**src/rtl/load_store_unit_pkg.sv**
```systemverilog
// Shared memory-operation definitions for the load/store path: operation
// encoding, access-size encoding and small decode helpers.
package definitions;

    typedef logic [31:0] t_address;
    typedef logic [31:0] t_data;

    typedef enum logic [2:0] {
        LB  = 3'd0,
        LH  = 3'd1,
        LW  = 3'd2,
        LBU = 3'd3,
        LHU = 3'd4,
        SB  = 3'd5,
        SH  = 3'd6,
        SW  = 3'd7
    } t_mem_op;

    typedef enum logic [1:0] {
        SIZE_B = 2'd0,
        SIZE_H = 2'd1,
        SIZE_W = 2'd2
    } t_size;

    function automatic t_size op_size(input t_mem_op op);
        case (op)
            LB, LBU, SB: op_size = SIZE_B;
            LH, LHU, SH: op_size = SIZE_H;
            default:     op_size = SIZE_W;
        endcase
    endfunction

    function automatic logic op_is_store(input t_mem_op op);
        op_is_store = (op == SB) || (op == SH) || (op == SW);
    endfunction

    function automatic logic op_is_signed(input t_mem_op op);
        op_is_signed = (op == LB) || (op == LH);
    endfunction

endpackage

```
**src/rtl/load_store_unit_align.sv**
```systemverilog
// Byte-lane alignment for the load/store unit: store mask and lane-shifted
// data across a two-word window, and load extraction with sign/zero extension.
module lsu_align
    import definitions::*;
(
    input  t_mem_op     op,
    input  logic [1:0]  offset,
    input  t_data       store_data,
    input  t_data       low_word,
    input  t_data       high_word,
    output logic [7:0]  mask,
    output logic [63:0] shifted_data,
    output t_data       load_data
);

    logic [3:0]  size_mask;
    logic [5:0]  shift;
    logic [63:0] load_window;

    // Lane mask and shifted store data over the {high, low} word pair; load extraction.
    always_comb begin
        shift = {1'b0, offset, 3'b000};
        case (op_size(op))
            SIZE_B:  size_mask = 4'b0001;
            SIZE_H:  size_mask = 4'b0011;
            default: size_mask = 4'b1111;
        endcase
        mask         = {4'b0000, size_mask} << offset;
        shifted_data = {32'h0000_0000, store_data} << shift;
        load_window  = {high_word, low_word} >> shift;
        case (op_size(op))
            SIZE_B: begin
                if (op_is_signed(op)) begin
                    load_data = {{24{load_window[7]}}, load_window[7:0]};
                end else begin
                    load_data = {24'h00_0000, load_window[7:0]};
                end
            end
            SIZE_H: begin
                if (op_is_signed(op)) begin
                    load_data = {{16{load_window[15]}}, load_window[15:0]};
                end else begin
                    load_data = {16'h0000, load_window[15:0]};
                end
            end
            default: load_data = load_window[31:0];
        endcase
    end

endmodule

```
**src/rtl/load_store_unit.sv**
```systemverilog
// Data-port initiator: one load/store at a time, split into two word accesses
// when it crosses a word boundary. Macro LSU_MISALIGNED_EN enables split accesses.
module load_store_unit
    import definitions::*;
(
    input  logic       i_clk,
    input  logic       i_reset,
    input  logic       i_valid,
    output logic       o_ready,
    input  t_mem_op    i_op,
    input  t_address   i_address,
    input  t_data      i_store_data,
    output logic       o_done,
    output t_data      o_load_data,
    output logic       o_misaligned,
    output t_address   o_mem_address,
    output t_data      o_mem_data,
    output logic [3:0] o_mem_write_mask,
    output logic       o_mem_write_enable,
    input  t_data      i_mem_data
);

`ifdef LSU_MISALIGNED_EN
    localparam logic MISALIGNED_EN = 1'b1;
`else
    localparam logic MISALIGNED_EN = 1'b0;
`endif

    typedef enum logic [1:0] {
        IDLE    = 2'd0,
        ACCESS1 = 2'd1,
        ACCESS2 = 2'd2,
        RESPOND = 2'd3
    } t_lsu_state;

    t_lsu_state  state_r;
    t_lsu_state  state_next;
    t_mem_op     op_r;
    t_address    address_r;
    t_data       store_data_r;
    t_data       low_r;
    t_data       high_r;
    logic [7:0]  mask_s;
    logic [63:0] shifted_s;
    t_data       extended_s;
    logic        split_s;
    logic        blocked_s;
    logic        is_store_s;
    t_address    word_address_s;

    lsu_align u_align (
        .op           (op_r),
        .offset       (address_r[1:0]),
        .store_data   (store_data_r),
        .low_word     (low_r),
        .high_word    (high_r),
        .mask         (mask_s),
        .shifted_data (shifted_s),
        .load_data    (extended_s)
    );

    assign split_s        = (mask_s[7:4] != 4'b0000);
    assign blocked_s      = split_s & ~MISALIGNED_EN;
    assign is_store_s     = op_is_store(op_r);
    assign word_address_s = {address_r[31:2], 2'b00};

    // State register and request/read-buffer capture.
    always_ff @(posedge i_clk or posedge i_reset) begin
        if (i_reset) begin
            state_r      <= IDLE;
            op_r         <= LB;
            address_r    <= 32'h0000_0000;
            store_data_r <= 32'h0000_0000;
            low_r        <= 32'h0000_0000;
            high_r       <= 32'h0000_0000;
        end else begin
            state_r <= state_next;
            case (state_r)
                IDLE: begin
                    if (i_valid) begin
                        op_r         <= i_op;
                        address_r    <= i_address;
                        store_data_r <= i_store_data;
                        high_r       <= 32'h0000_0000;
                    end
                end
                ACCESS1: low_r  <= i_mem_data;
                ACCESS2: high_r <= i_mem_data;
                default: ;
            endcase
        end
    end

    // Next-state decode and memory/response outputs for the current state.
    always_comb begin
        state_next         = state_r;
        o_ready            = 1'b0;
        o_done             = 1'b0;
        o_load_data        = 32'h0000_0000;
        o_misaligned       = 1'b0;
        o_mem_address      = 32'h0000_0000;
        o_mem_data         = 32'h0000_0000;
        o_mem_write_mask   = 4'b0000;
        o_mem_write_enable = 1'b0;
        case (state_r)
            IDLE: begin
                o_ready = 1'b1;
                if (i_valid) begin
                    state_next = ACCESS1;
                end else begin
                    state_next = IDLE;
                end
            end
            ACCESS1: begin
                o_mem_address = word_address_s;
                // A blocked misaligned store still walks ACCESS1 but never writes.
                if (is_store_s && !blocked_s) begin
                    o_mem_write_enable = 1'b1;
                    o_mem_write_mask   = mask_s[3:0];
                    o_mem_data         = shifted_s[31:0];
                end else begin
                    o_mem_write_enable = 1'b0;
                end
                if (split_s && MISALIGNED_EN) begin
                    state_next = ACCESS2;
                end else begin
                    state_next = RESPOND;
                end
            end
            ACCESS2: begin
                o_mem_address = word_address_s + 32'd4;
                if (is_store_s) begin
                    o_mem_write_enable = 1'b1;
                    o_mem_write_mask   = mask_s[7:4];
                    o_mem_data         = shifted_s[63:32];
                end else begin
                    o_mem_write_enable = 1'b0;
                end
                state_next = RESPOND;
            end
            RESPOND: begin
                o_done       = 1'b1;
                o_misaligned = blocked_s;
                if (!is_store_s && !blocked_s) begin
                    o_load_data = extended_s;
                end else begin
                    o_load_data = 32'h0000_0000;
                end
                state_next = IDLE;
            end
            default: state_next = IDLE;
        endcase
    end

endmodule

```
**config.mk**
```make
export PLATFORM = sky130hd
export DESIGN_NAME = load_store_unit
export DESIGN_NICKNAME = d
export VERILOG_FILES = /design/src/rtl/load_store_unit_pkg.sv /design/src/rtl/load_store_unit_align.sv /design/src/rtl/load_store_unit.sv
export SDC_FILE = /design/constraint.sdc
export NUM_CORES = 1
export LEC_CHECK = 0
export ABC_CLOCK_PERIOD_IN_PS = 5600
export BUFFER_PORTS_ARGS = -buffer_cell sky130_fd_sc_hd__buf_2
export CORE_MARGIN = 10
export CORE_UTILIZATION = 45
export CTS_BUF_LIST = sky130_fd_sc_hd__clkbuf_8
export DETAILED_ROUTE_END_ITERATION = 10
export GPL_ROUTABILITY_DRIVEN = 0
export PLACE_DENSITY_LB_ADDON = 0.25
export SLEW_MARGIN = 20
export SYNTH_ARGS = -nofsm -noshare
export SYNTH_HDL_FRONTEND = slang
export SYNTH_SLANG_ARGS = --single-unit
export TNS_END_PERCENT = 20
```
**constraint.sdc**
```tcl
create_clock -name i_clk -period 5.6 [get_ports i_clk]
set_input_delay 0.84 -clock i_clk [delete_from_list [all_inputs] [get_ports i_clk]]
set_output_delay 0.84 -clock i_clk [all_outputs]
set_load 0.005 [all_outputs]
```
==> summary.txt <==
CTS Hold Bufs: 0
# DRC: 0
Comb pwr share: 52.5%
NetSw: 0.00244 W
measured slew at the worst slew-check pin: 1.06 ns
post-route worst setup slack: 1.69 ns
total of max-cap violations: 0
final hold vios: 0
DR vias: 6,762
Achievable Freq: 256 MHz
Seq pwr share: 32.0%
detailed-route wire length: 23.1 mm
Site Rows: 48
clock share of power: 15.5%
Total Routing Usage GR: 19.5%
# fillers: 1,555
initial core utilization: 45.6%
FF+latch count, synth: 125
Critical Path Sink Type: output pin
root buf cell: clkbuf_8
RSZ-0062 raised after global routing: no
Worst EP required: 4.76 ns
core footprint: 17,200 um2
CTS tree: built
Synth area leaders: dfrtp_1 40%, mux2_2 14%, mux4_2 9.2%
die height: 152 um
Mean Syn Cell Area: 10.1 um2
DRT iter0 DRCs: 373
Setup Skew: 0.00764 ns
internal power: 0.00328 W
Final Cycle Share: 69.8%
Antenna Nets Post-Route: 0
Longest Clk Path Bufs: 2
fraction of layout cells with a size suffix above 1: 41.6%
number of I/O pins: 206
die area: 23,200 um2
Min-Delay Path Class: input pin to async pin
critical path startpoint category: flip-flop
first-pass GRT wire length: 37.3 mm
yosys warns: 0
WS Path Type: flip-flop to output pin
post-synth top area share: 39.8%
I/O Buffers: 203
H-tree levels: 4
grt ovf: 0
peak supply drop: 0.000271 V
area leader, netlist: dfrtp_1
dpl ws: 1.89 ns
sequential share of the synthesized area: 39.8%
synthesized cell area: 7860 um2
post-synthesis instance total: 780
routed len/inst: 19.4 um
clk_lat worst skew: 0.46 ns
total chip power: 0.00572 W
Die Width: 152 um
drt pass-1 iters: 7
largest fanout on the critical path: 31
postcts setup bufs: 0
Slew Viols, Final: 0
worst reg-to-reg path cell count: 5
number of global-route vias before repair: 6,938
post-layout net count: 1,059
asr flop ratio synth: 100%
post-synth cell types: 60
HPWL after DPL: 16.3 mm
Tmin final: 3.91 ns
pin count of the biggest net entering global routing: 70
setup tns final: 0 ns
initial antenna violation count: 7
status: finished clean
Via density: 5.66
Worst-path clk slew: 0.07 ns
pwr dens: 604 nW/um2
Post-synth EDFFs: 0
number of buffers created by CTS: 17
Post-synth top flop: dfrtp_1
Syn-to-layout area delta: 20.4%
CTS Sinks: 125
Worst EP arrival: 3.07 ns
CTS-repair resized insts: 0
Final Setup Violations: 0
leakage: 4.25 nW
slew margin rel.: 29.6%
switch share: 42.6%
==> cells in the mapped netlist, types with 2 or more instances <==
cell            count
and2_1             11
o31ai_1             3
buf_4               8
nor2b_1            10
a41oi_1             3
a22o_1              2
a21oi_1            32
dfrtp_1           125
clkbuf_2            2
ha_1                5
clkbuf_1           26
o21ai_0            65
nor4_1              2
nand4_2             2
nand2_1           112
mux2i_1            24
buf_1              12
mux4_2             32
o41ai_1             2
xor2_1              4
a31oi_1            11
and2_0              2
o22ai_1             8
nor2_1             52
xnor2_1             4
nor4_4              2
nand3_1            17
and3_1              3
buf_2              11
o211ai_1            4
inv_1               8
nor3_1             23
mux2_2            101
or3_1               4
nand2_2             2
a31o_2              2
nand4_1             6
a211oi_1           10
dlymetal6s2s_1      2
a22oi_1             6
==> flip-flops by register name (all words and copies together), names as in the netlist <==
name          cells
high_r           24
op_r              3
store_data_r     32
low_r            32
state_r           2
address_r        32
==> kinds of logic after synthesis <==
logic type,synth area share (%)
buf+inv,4.15
flops,39.8
compound gates,12.3
mux,26.7
simple gates,15.4
xor+xnor,0.891
other cells,0.0477
fa+ha+maj,0.796
==> layout by cell type, fill, tap and decap left out, types with 6 or more instances in the layout <==
master / Yosys / routed
buf_2: 11 / 203
nand3_1: 17 / 17
buf_4: 8 / 8
nor2_1: 52 / 52
o21ai_0: 65 / 65
a211oi_1: 10 / 10
a31oi_1: 11 / 11
dfrtp_1: 125 / 123
o22ai_1: 8 / 8
clkbuf_8: 0 / 23
nand2_1: 112 / 111
mux2_2: 101 / 101
inv_1: 8 / 7
and2_1: 11 / 11
nor2b_1: 10 / 10
mux2i_1: 24 / 23
a21oi_1: 32 / 32
a22oi_1: 6 / 6
nor3_1: 23 / 23
mux4_2: 32 / 32
nand4_1: 6 / 6
==> critical path: stages (launching register included) <==
cell	delay [ns]
dfrtp_1	0.40
inv_1	0.09
ha_2	0.40
buf_4	0.47
and2_0	0.71
o311ai_0	0.26
o41ai_1	0.10
buf_2	0.17
==> path summary, 6_finish.rpt <==
| path | startpoint | endpoint | slack [ns] |
|---|---|---|---|
| setup / recovery | state_r[1] | o_mem_address[20] | 1.69 |
| hold / removal | i_reset | low_r[0] | 0.43 |
| setup reg to reg | state_r[0] | store_data_r[21] | 3.48 |
| hold reg to reg | high_r[17] | high_r[17] | 0.48 |
| max in group asynchronous | i_reset | address_r[26] | 4.18 |
| min in group i_clk | high_r[17] | high_r[17] | 0.48 |
==> layer usage <==
layer  GRT usage (%)  wire length [um]
met1            24.7             10100
met2            30.1             10800
met3            7.20              1850
met4            6.56               377
met5               0                23
==> cell type report <==
class / count / area, um2 / area share, %
multi-input combinational: 586 / 4430 / 46.8
sequential: 125 / 3130 / 33.1
timing repair buffer: 213 / 1130 / 11.9
clock buffer: 23 / 317 / 3.34
tap: 225 / 282 / 2.97
clock inverter: 9 / 131 / 1.39
inverter: 9 / 36.3 / 0.383
antenna: 4 / 10.0 / 0.106
==> power by group through the flow <==
stage,Combinational (W),Clock [W],Sequential [W]
floorplan,0.00235,0,0.00161
global placement,0.00284,0,0.00189
detailed placement,0.00288,0,0.00192
CTS,0.00289,0.000907,0.00190
global route,0.00331,0.000943,0.00190
finish,0.00300,0.000884,0.00183
==> per-stage QoR <==
step                util [%]  cells  area [um2]  hold slack [ns]
floorplan                  -    781        7870            0.445
global placement        52.0   1156        8950            0.461
detailed placement      52.0   1156        8950            0.468
CTS                     54.6   1188        9400            0.440
global route            54.9   1191        9460            0.471
finish                  54.9   1194        9470            0.431
(Power assumes the default switching activity.)
